File: config.mk
export PLATFORM = sky130hd
export DESIGN_NAME = softusb_txpkt_flat
export DESIGN_NICKNAME = d
export VERILOG_FILES = /design/src/rtl/softusb_txpkt_if.sv /design/src/rtl/softusb_txpkt.sv /design/src/flat_wrapper.sv
export SDC_FILE = /design/constraint.sdc
export NUM_CORES = 1
export LEC_CHECK = 0
export ABC_AREA = 1
export CORE_ASPECT_RATIO = 0.9
export CORE_MARGIN = 1
export CORE_UTILIZATION = 25
export CTS_BUF_LIST = sky130_fd_sc_hd__clkbuf_8
export CTS_CLUSTER_SIZE = 24
export DETAILED_ROUTE_END_ITERATION = 10
export HOLD_SLACK_MARGIN = 0.06
export RECOVER_POWER = 50
export SETUP_SLACK_MARGIN = 0.02
export SLEW_MARGIN = 5
export SYNTH_ARGS = -nofsm -noshare
export SYNTH_HDL_FRONTEND = slang
export SYNTH_SLANG_ARGS = --single-unit
File: constraint.sdc
create_clock -name usb_clk -period 1.7 [get_ports usb_clk]
set_input_delay 0.17 -clock usb_clk [delete_from_list [all_inputs] [get_ports usb_clk]]
set_output_delay 0.17 -clock usb_clk [all_outputs]
set_load 0.02 [all_outputs]
File: src/rtl/softusb_txpkt_if.sv
// Command, payload and byte-stream signals between the packet assembler and its neighbours.
// The slave modport is the assembler's view; the master modport is the driver/consumer side.
interface softusb_txpkt_if;
  logic        start;
  logic [1:0]  kind;
  logic [3:0]  pid;
  logic [10:0] token;
  logic [7:0]  data_in;
  logic        data_valid;
  logic        data_last;
  logic        data_ready;
  logic [7:0]  tx_data;
  logic        tx_valid;
  logic        tx_ready;
  logic        busy;
  logic        done;
  logic        underrun;

  modport master (
    output start, kind, pid, token, data_in, data_valid, data_last, tx_ready,
    input  data_ready, tx_data, tx_valid, busy, done, underrun
  );

  modport slave (
    input  start, kind, pid, token, data_in, data_valid, data_last, tx_ready,
    output data_ready, tx_data, tx_valid, busy, done, underrun
  );
endinterface

File: src/rtl/softusb_txpkt.sv
// USB packet assembler: turns a start command plus optional payload stream into
// SYNC/PID/body/CRC bytes for softusb_tx.
module softusb_txpkt #(
  parameter bit GEN_SYNC = 1'b1
) (
  input logic           usb_clk,
  input logic           usb_rst,
  softusb_txpkt_if.slave bus
);

  typedef enum logic [2:0] {IDLE, SYNC, PID, TOK0, TOK1, DATA, CRCL, CRCH} state_t;

  state_t      state_q, state_d;
  logic [7:0]  txData_q, txData_d;
  logic        txValid_q, txValid_d;
  logic [1:0]  kind_q, kind_d;
  logic [3:0]  pid_q, pid_d;
  logic [10:0] token_q, token_d;
  logic [15:0] crc_q, crc_d;
  logic        last_q, last_d;
  logic        done_q, done_d;
  logic        underrun_q, underrun_d;
  logic        dataReady;
  logic        xfer;
  logic        fetch;
  logic        finish;
  logic [15:0] crcOut;

  // Reflected-register form: bits enter LSB first, so the complemented register
  // already has the MSB of the conventional CRC5 in bit 0, ready to go out first.
  function automatic logic [4:0] crc5Token(input logic [10:0] t);
    logic [4:0] c;
    logic       fb;
    c = 5'h1F;
    for (int i = 0; i < 11; i++) begin
      fb = c[0] ^ t[i];
      c  = c >> 1;
      if (fb) c = c ^ 5'h14;
    end
    return ~c;
  endfunction

  function automatic logic [15:0] crc16Byte(input logic [15:0] crc, input logic [7:0] d);
    logic [15:0] c;
    logic        fb;
    c = crc;
    for (int i = 0; i < 8; i++) begin
      fb = c[0] ^ d[i];
      c  = c >> 1;
      if (fb) c = c ^ 16'hA001;
    end
    return c;
  endfunction

  assign xfer   = txValid_q && bus.tx_ready;
  assign crcOut = ~crc_q;

  always_comb begin
    state_d    = state_q;
    txData_d   = txData_q;
    txValid_d  = txValid_q;
    kind_d     = kind_q;
    pid_d      = pid_q;
    token_d    = token_q;
    crc_d      = crc_q;
    last_d     = last_q;
    done_d     = 1'b0;
    underrun_d = 1'b0;
    dataReady  = 1'b0;
    fetch      = 1'b0;
    finish     = 1'b0;

    case (state_q)
      IDLE: begin
        if (bus.start) begin
          kind_d    = bus.kind;
          pid_d     = bus.pid;
          token_d   = bus.token;
          crc_d     = 16'hFFFF;
          last_d    = 1'b0;
          txValid_d = 1'b1;
          if (GEN_SYNC) begin
            state_d  = SYNC;
            txData_d = 8'h80;
          end else begin
            state_d  = PID;
            txData_d = {~bus.pid, bus.pid};
          end
        end
      end
      SYNC: begin
        if (xfer) begin
          state_d  = PID;
          txData_d = {~pid_q, pid_q};
        end
      end
      PID: begin
        if (xfer) begin
          case (kind_q)
            2'd0: finish = 1'b1;
            2'd1: begin
              state_d  = TOK0;
              txData_d = token_q[7:0];
            end
            2'd2: fetch = 1'b1;
            default: begin
              state_d  = CRCL;
              txData_d = crcOut[7:0];
            end
          endcase
        end
      end
      TOK0: begin
        if (xfer) begin
          state_d  = TOK1;
          txData_d = {crc5Token(token_q), token_q[10:8]};
        end
      end
      TOK1: begin
        if (xfer) finish = 1'b1;
      end
      DATA: begin
        if (xfer) begin
          if (last_q) begin
            state_d  = CRCL;
            txData_d = crcOut[7:0];
          end else begin
            fetch = 1'b1;
          end
        end
      end
      CRCL: begin
        if (xfer) begin
          state_d  = CRCH;
          txData_d = crcOut[15:8];
        end
      end
      CRCH: begin
        if (xfer) finish = 1'b1;
      end
      default: state_d = IDLE;
    endcase

    // A payload byte is pulled on the same edge the previous byte leaves, or the packet is cut short.
    if (fetch) begin
      if (bus.data_valid) begin
        dataReady = 1'b1;
        state_d   = DATA;
        txData_d  = bus.data_in;
        crc_d     = crc16Byte(crc_q, bus.data_in);
        last_d    = bus.data_last;
      end else begin
        state_d    = IDLE;
        txValid_d  = 1'b0;
        done_d     = 1'b1;
        underrun_d = 1'b1;
      end
    end

    if (finish) begin
      state_d   = IDLE;
      txValid_d = 1'b0;
      done_d    = 1'b1;
    end
  end

  always_ff @(posedge usb_clk) begin
    if (usb_rst) begin
      state_q    <= IDLE;
      txData_q   <= 8'h00;
      txValid_q  <= 1'b0;
      kind_q     <= 2'd0;
      pid_q      <= 4'h0;
      token_q    <= 11'h000;
      crc_q      <= 16'hFFFF;
      last_q     <= 1'b0;
      done_q     <= 1'b0;
      underrun_q <= 1'b0;
    end else begin
      state_q    <= state_d;
      txData_q   <= txData_d;
      txValid_q  <= txValid_d;
      kind_q     <= kind_d;
      pid_q      <= pid_d;
      token_q    <= token_d;
      crc_q      <= crc_d;
      last_q     <= last_d;
      done_q     <= done_d;
      underrun_q <= underrun_d;
    end
  end

  assign bus.tx_data    = txData_q;
  assign bus.tx_valid   = txValid_q;
  assign bus.data_ready = dataReady && !usb_rst;
  assign bus.busy       = (state_q != IDLE);
  assign bus.done       = done_q;
  assign bus.underrun   = underrun_q;

endmodule

File: src/flat_wrapper.sv
// flat-port wrapper written by rule: the top's interface ports become plain ports
module softusb_txpkt_flat 
#(
  parameter bit GEN_SYNC = 1'b1
)
  (usb_clk, usb_rst, bus_start, bus_kind, bus_pid, bus_token, bus_data_in, bus_data_valid, bus_data_last, bus_tx_ready, bus_data_ready, bus_tx_data, bus_tx_valid, bus_busy, bus_done, bus_underrun);
  softusb_txpkt_if bus_i ();
  input logic usb_clk;
  input logic usb_rst;
  input wire logic [$bits(bus_i.start)-1:0] bus_start;
  input wire logic [$bits(bus_i.kind)-1:0] bus_kind;
  input wire logic [$bits(bus_i.pid)-1:0] bus_pid;
  input wire logic [$bits(bus_i.token)-1:0] bus_token;
  input wire logic [$bits(bus_i.data_in)-1:0] bus_data_in;
  input wire logic [$bits(bus_i.data_valid)-1:0] bus_data_valid;
  input wire logic [$bits(bus_i.data_last)-1:0] bus_data_last;
  input wire logic [$bits(bus_i.tx_ready)-1:0] bus_tx_ready;
  output wire logic [$bits(bus_i.data_ready)-1:0] bus_data_ready;
  output wire logic [$bits(bus_i.tx_data)-1:0] bus_tx_data;
  output wire logic [$bits(bus_i.tx_valid)-1:0] bus_tx_valid;
  output wire logic [$bits(bus_i.busy)-1:0] bus_busy;
  output wire logic [$bits(bus_i.done)-1:0] bus_done;
  output wire logic [$bits(bus_i.underrun)-1:0] bus_underrun;
  assign bus_i.start = bus_start;
  assign bus_i.kind = bus_kind;
  assign bus_i.pid = bus_pid;
  assign bus_i.token = bus_token;
  assign bus_i.data_in = bus_data_in;
  assign bus_i.data_valid = bus_data_valid;
  assign bus_i.data_last = bus_data_last;
  assign bus_i.tx_ready = bus_tx_ready;
  assign bus_data_ready = bus_i.data_ready;
  assign bus_tx_data = bus_i.tx_data;
  assign bus_tx_valid = bus_i.tx_valid;
  assign bus_busy = bus_i.busy;
  assign bus_done = bus_i.done;
  assign bus_underrun = bus_i.underrun;
  softusb_txpkt #(.GEN_SYNC(GEN_SYNC)) u_core (.usb_clk(usb_clk), .usb_rst(usb_rst), .bus(bus_i));
endmodule
==> reports/metrics.yaml, run 1 <==
sta:
  slew_headroom: 0.7651
  setup_slack_ns: -0.04498
  finalSetupViolCount: 2
  rsz0062_at_grt: "yes"
  skew_ns: 0.01304
  tightest_slew_ns: 0.3512
  hold_violations: 0
  post-route-period-util: 1.026
  period_needed_ns: 1.745
  fmax_mhz: 573.1
  maxSlewViolCount: 0
worst_setup_path:
  reg2reg_from: "u_core.state_q[0]"
  crit_path_end: "bus_data_ready"
  endpoint_kind: "primary output"
  timing.rr.end: "u_core.crc_q[15]"
  cp_slowest_cell: "dfxtp_2"
  critical_path_class: "reg2out"
  worst_setup_path_start_kind: "register"
  r2r_slack_ns: 0
  critPathRequiredTime_ns: 1.53
  r2r_cells: 12
  cp-startpoint: "u_core.state_q[0]"
  cpPeakStageDelay_ns: 0.35
  cp.arrival_ns: 1.57
  crit_fanout: 4
  crit_path_cell_trace: "inv_2 > nand2_2 > nor2_4 > nand2_2 > o21ai_4 > nand3_4 > nor2_4 > buf_6"
flow_run:
  cap_violations: 0
logic_synthesis:
  synth.top_cell.area_share: 0.3011
  synth_fa_ha_area_frac: 0
  ys_warn_count: 0
  synth_top_family_by_area: "simple AND/OR/NAND/NOR gates"
  synthSimpleGateAreaFrac: 0.3042
  syn_avg_cell_area_um2: 6.068
  synth_compound_area_frac: 0.2305
  synth-seq-cells: 48
  syn_inst: 526
  synthXorXnorAreaFrac: 0.04665
  synth.net_count: 557
  ys_seq_area_frac: 0.3011
  synth_area_um2: 3192
  synth_area_leaders: "dfxtp_1 30%, nand2_1 17%, o21ai_0 8.9%"
  yosys.area.top_type: "dfxtp_1"
  muxShareOfSynthArea: 0
  synth_cell_types: 34
pwr:
  powerDensity_nw_per_um2: 1057
  p_int_uw: 2685
  p_leak_uw: 0.002167
  p_sw_frac: 0.4398
  power_frac_seq: 0.315
  p_sw_uw: 2108
  pwr-share-comb: 0.529
  irDropWorstVdd_v: 0.0007558
  clkPwrFrac: 0.156
place:
  dp.final_hpwl_mm: 8.363
  gp_congestion: 0.9287
  port_buffers: 43
  place_area_um2: 4185
global_route:
  grt_antenna_before_repair: 0
  grt.overflow.total: 0
  grt_pass1_wl_mm: 17.37
  grt_start_max_net_pins: 28
  grt_pass1_vias: 3610
  grt_use_total: 0.1695
finish:
  final_cell_area_um2: 4537
  n_antenna_cell: 0
  area_delta_synth_final_pct: 42.14
  finalNetCount: 657
  drive_gt1_frac: 0.2041
  fillers: 1315
  post-route-util: 0.3698
floorplan:
  dieHeight_um: 109.2
  die_w_um: 121.1
  core-area_um2: 12270
  io_pins: 44
  dieArea_um2: 13220
  initial_core_util: 0.2602
  rows: 38
min_path:
  whs_path_depth: 6
  hp-class: "in2reg"
drt:
  vias: 3803
  drc_errors: 0
  ant_nets: 0
  vias_per_cell: 4.832
  wire_per_inst_um: 14.06
  drt_iter0_drc: 313
  firstDrtPassIters: 5
  totalWireLength_mm: 11.07
status:
  status: "finished with violations"
  violations: "setup timing"
clocking:
  cts_max_level: 2
  cts_buffers: 5
  cts_max_path_buffers: 2
  tritoncts: "built"
  clkSinkCount: 48
  clk_latency_ns: 0.33
  root_buffer: "clkbuf_8"
  ctsHoldBuffers: 0
  clk_pin_slew_ns: 0.09
cells in the final DEF (no fill, tap or decap), types with 6 or more instances in the layout:
cell,count
o21ai_1,18
inv_2,10
buf_4,56
inv_1,68
a21oi_1,32
dfxtp_2,11
dfxtp_1,35
o22ai_1,9
clkbuf_8,6
nand2_1,130
clkdlybuf4s50_1,40
nand2_2,13
a22oi_1,6
xor2_1,12
nand3_1,24
nor2_1,44
o21ai_0,50
metrics by stage:
stage               setup WS [ns]  total power, µW  setup TNS [ns]  hold WS [ns]  instances
CTS                      -0.06922             4584         -0.1011        0.4201        777
global route              -0.1184             5148         -0.6779        0.3836        787
detailed placement        -0.2264             3820          -3.037        0.4661        769
floorplan                  0.1057             2951               0        0.2493        526
finish                   -0.04498             4793        -0.04991        0.3514        787
global placement          -0.2254             3780          -2.627        0.4584        769
final cells by class:
class                      count  area (µm²)  share of cell area
multi-input combinational    383        1959              0.4319
timing repair buffer         107       992.2              0.2187
sequential                    48       982.2              0.2165
inverter                      80       302.8             0.06674
tap                          160       200.2             0.04413
clock buffer                   6       82.58             0.01820
clock inverter                 2       10.01            0.002206
timing repair inverter         1       7.507            0.001655
critical path, delay by kind of cell, from the launching register on:
family / cells / cell delay [ns]
flip-flops: 1 / 0.35
AO/OA/AOI/OAI: 1 / 0.17
AND/OR/NAND/NOR: 5 / 0.53
buffers and inverters: 2 / 0.21
cell usage after synthesis:
master	count
a21oi_1	33
inv_1	73
o21a_1	1
nor3_1	4
nand2_1	141
nor2_1	46
buf_6	1
o21ai_1	11
a31oi_1	5
nor2_4	3
o21ai_0	57
buf_2	6
inv_2	6
buf_4	1
o211ai_1	1
nor2_2	2
a211oi_1	3
a32oi_1	2
clkinv_1	1
o2111ai_1	2
o22ai_1	9
o21ai_2	1
o31ai_1	1
and3_1	3
xnor2_1	5
nand4_1	3
nand2_2	4
a21oi_2	1
dfxtp_1	48
nand3_1	26
nand3_2	1
clkbuf_1	7
a22oi_1	6
xor2_1	12
power by group through the flow:
stage | combinational [µW] | clock [µW] | sequential, µW
floorplan | 1450 | 0 | 1500
global placement | 2270 | 0 | 1510
detailed placement | 2310 | 0 | 1510
CTS | 2330 | 766 | 1490
global route | 2810 | 809 | 1530
finish | 2540 | 748 | 1510
state kept, by name (all words and copies together), names as in the netlist:
register	flops
u_core.bus.done	1
u_core.pid_q	4
u_core.bus.tx_valid	1
u_core.kind_q	2
u_core.last_q	1
u_core.token_q	11
u_core.bus.tx_data	8
u_core.state_q	3
u_core.bus.underrun	1
u_core.crc_q	16
what timing repair did:
action | in CTS | in global routing
endpoints found under the setup margin | 17 | 37
gates cloned | 0 | 2
buffers inserted | 0 | 8
pin swaps | 2 | 5
gates resized for setup | 14 | 59
cell families after synthesis:
| kind of cell | after synthesis |
|---|---|
| flip-flops | 48 |
| buffers and inverters | 95 |
| XOR/XNOR | 17 |
| AND/OR/NAND/NOR | 233 |
| AO/OA/AOI/OAI | 133 |
routing by layer:
metal	up-vias	part of all wire	global-route usage
li1	1906	-	-
met1	1748	0.49	0.2322
met2	132	0.44	0.2657
met3	17	0.056	0.02772
met4	0	0.019	0.06437
met5	-	0	0
worst min-delay path by stage:
stage,slack [ns],from,to
floorplan,0.25,bus_data_valid,u_core.bus.underrun
global placement,0.46,u_core.pid_q[0],u_core.pid_q[0]
detailed placement,0.47,u_core.crc_q[13],u_core.crc_q[13]
CTS,0.42,bus_token[3],u_core.token_q[3]
global route,0.38,bus_data_in[3],u_core.bus.tx_data[3]
finish,0.35,bus_data_in[3],u_core.bus.tx_data[3]
(Power assumes the default switching activity.)
==> run 2: changes to the inputs <==
CTS_CLUSTER_DIAMETER = 80   (was unset)
==> results of run 2 <==
The final DEF is identical to that of run 1; final timing and power are the same.
==> run 3: changes to the inputs <==
CAP_MARGIN = 20   (was unset)
SKIP_CTS_REPAIR_TIMING = 1   (was unset)
SLEW_MARGIN = unset   (was 5)
==> run 3 against run 2 <==
The run still ends with setup timing left. Sequential power is essentially flat. Fmax shrank 0.91%. Global-route usage is essentially flat. Sequential share of layout area shrank 1.4 points. Register-to-register slack lost 0.05 ns. Flip-flop and latch count is the same. Critical path type unchanged.
==> reports/metrics.yaml, run 3 (synthesized netlist as in run 1, its figures left out) <==
drt:
  met1_length_mm: 5.638
  vias: 3885
  drt_iter0_drc: 255
  top_layer_used: "met4"
  vias_per_cell: 4.899
  wire_per_inst_um: 14.92
  drc_errors: 0
  totalWireLength_mm: 11.83
  ant_nets: 0
  firstDrtPassIters: 5
  wl_met2_mm: 5.423
  wl_met3_um: 605
global_route:
  grt.overflow.total: 0
  grt_start_max_net_pins: 28
  grt_pass1_vias: 3598
  grt_use_total: 0.1692
  grt_antenna_before_repair: 0
  grt_pass1_wl_mm: 17.34
place:
  dp.final_hpwl_mm: 8.363
  gp_congestion: 0.9287
  port_buffers: 43
  place_area_um2: 4185
worst_setup_path:
  crit_fanout: 4
  cp.arrival_ns: 1.59
  critPathRequiredTime_ns: 1.53
  r2r_slack_ns: -0.05
  worst_setup_path_start_kind: "register"
  timing.rr.end: "u_core.crc_q[5]"
  reg2reg_from: "u_core.state_q[0]"
  critical_path_class: "reg2out"
  endpoint_kind: "primary output"
  r2r_cells: 11
pwr:
  p_leak_uw: 0.002293
  irDropWorstVdd_v: 0.0009033
  powerDensity_nw_per_um2: 1056
min_path:
  hold_path.startpoint: "bus_data_in[3]"
  hp-class: "in2reg"
  whs_path_depth: 6
  min_to: "u_core.bus.tx_data[3]"
clocking:
  root_buffer: "clkbuf_8"
  cts_max_level: 2
  clk_pin_slew_ns: 0.09
  tritoncts: "built"
  clk_latency_ns: 0.33
  clkSinkCount: 48
  cts_buffers: 5
  cts_max_path_buffers: 2
sta:
  slew_headroom: 0.7525
  skew_ns: 0.01394
  setup_tns_ns: -0.1793
  rsz0062_at_grt: "yes"
  period_needed_ns: 1.761
  fmax_mhz: 567.8
  hold_violations: 0
  setup_slack_ns: -0.06108
  maxSlewViolCount: 0
  tightest_slew_ns: 0.3700
  post-route-period-util: 1.036
  finalSetupViolCount: 4
flow_run:
  cap_violations: 0
finish:
  top_register: "u_core.crc_q"
  final_cell_mix: "126 x nand2_1, 65 x inv_1, 55 x buf_4"
  finalNetCount: 663
  final_common_cell: "nand2_1"
  area_delta_synth_final_pct: 52.76
  n_antenna_cell: 0
  final_cell_area_um2: 4876
  drive_gt1_frac: 0.2701
  largest_reg_flops: 16
floorplan:
  initial_core_util: 0.2602
  rows: 38
  core-area_um2: 12270
  dieHeight_um: 109.2
  die_w_um: 121.1
  io_pins: 44
  dieArea_um2: 13220
status:
  violations: "setup timing"
  status: "finished with violations"
-- run 3: changes by cell type in the layout (fill, tap and decap cells not counted), sizes merged --
cell | before | now
buf | 64 | 68
dlymetal6s2s | 1 | 4
clkdlybuf4s50 | 40 | 38
clkbuf | 8 | 9
clkinvlp | 1 | 2
inv | 79 | 78
-- run 3: area by class of cell --
cell class,instances,area (µm²)
clock buffer,6,82.58
clock inverter,2,10.01
fill,1278,7391
inverter,80,316.6
multi-input combinational,383,2160
sequential,48,987.2
tap,160,200.2
timing repair buffer,113,1112
timing repair inverter,1,7.507
-- run 3: per-layer routing --
layer,vias up,GRT usage
li1,1921,-
met1,1824,0.2328
met2,123,0.2673
met3,17,0.02667
met4,0,0.05820
met5,-,0
-- run 3: worst max path at each step --
stage                        to  slack [ns]               from
6_report         bus_data_ready       -0.06  u_core.state_q[0]
5_1_grt         u_core.crc_q[5]       -0.12  u_core.state_q[0]
4_1_cts          bus_data_ready       -0.53  u_core.state_q[0]
3_5_place_dp     bus_data_ready       -0.23       bus_tx_ready
3_3_place_gp     bus_data_ready       -0.23       bus_tx_ready
2_1_floorplan  u_core.kind_q[1]        0.11  u_core.state_q[1]
-- run 3: power by group --
part           switching (µW)  leakage [µW]  internal (µW)
combinational            1650       0.00185           1220
clock                     431     0.0000510            326
sequential                211      0.000393           1310
-- run 3: critical path: stages, from the launching register on --
cell	delay, ns
dfxtp_4	0.37
inv_4	0.07
nand2_4	0.05
nor2_4	0.10
nand2_2	0.08
o21ai_4	0.17
nand3_4	0.11
nor2_4	0.16
buf_4	0.17
-- run 3: through the flow --
| stage | setup slack (ns) | total power (µW) | util | std cells | hold WS (ns) |
|---|---|---|---|---|---|
| 5_1_grt | -0.1198 | 5491 | 0.3975 | 793 | 0.3652 |
| 2_1_floorplan | 0.1057 | 2951 | - | 526 | 0.2493 |
| 3_5_place_dp | -0.2264 | 3820 | 0.3412 | 769 | 0.4661 |
| 4_1_cts | -0.5333 | 4576 | 0.3487 | 777 | 0.4201 |
| 3_3_place_gp | -0.2254 | 3780 | 0.3412 | 769 | 0.4584 |
| 6_report | -0.06108 | 5149 | 0.3975 | 793 | 0.3362 |
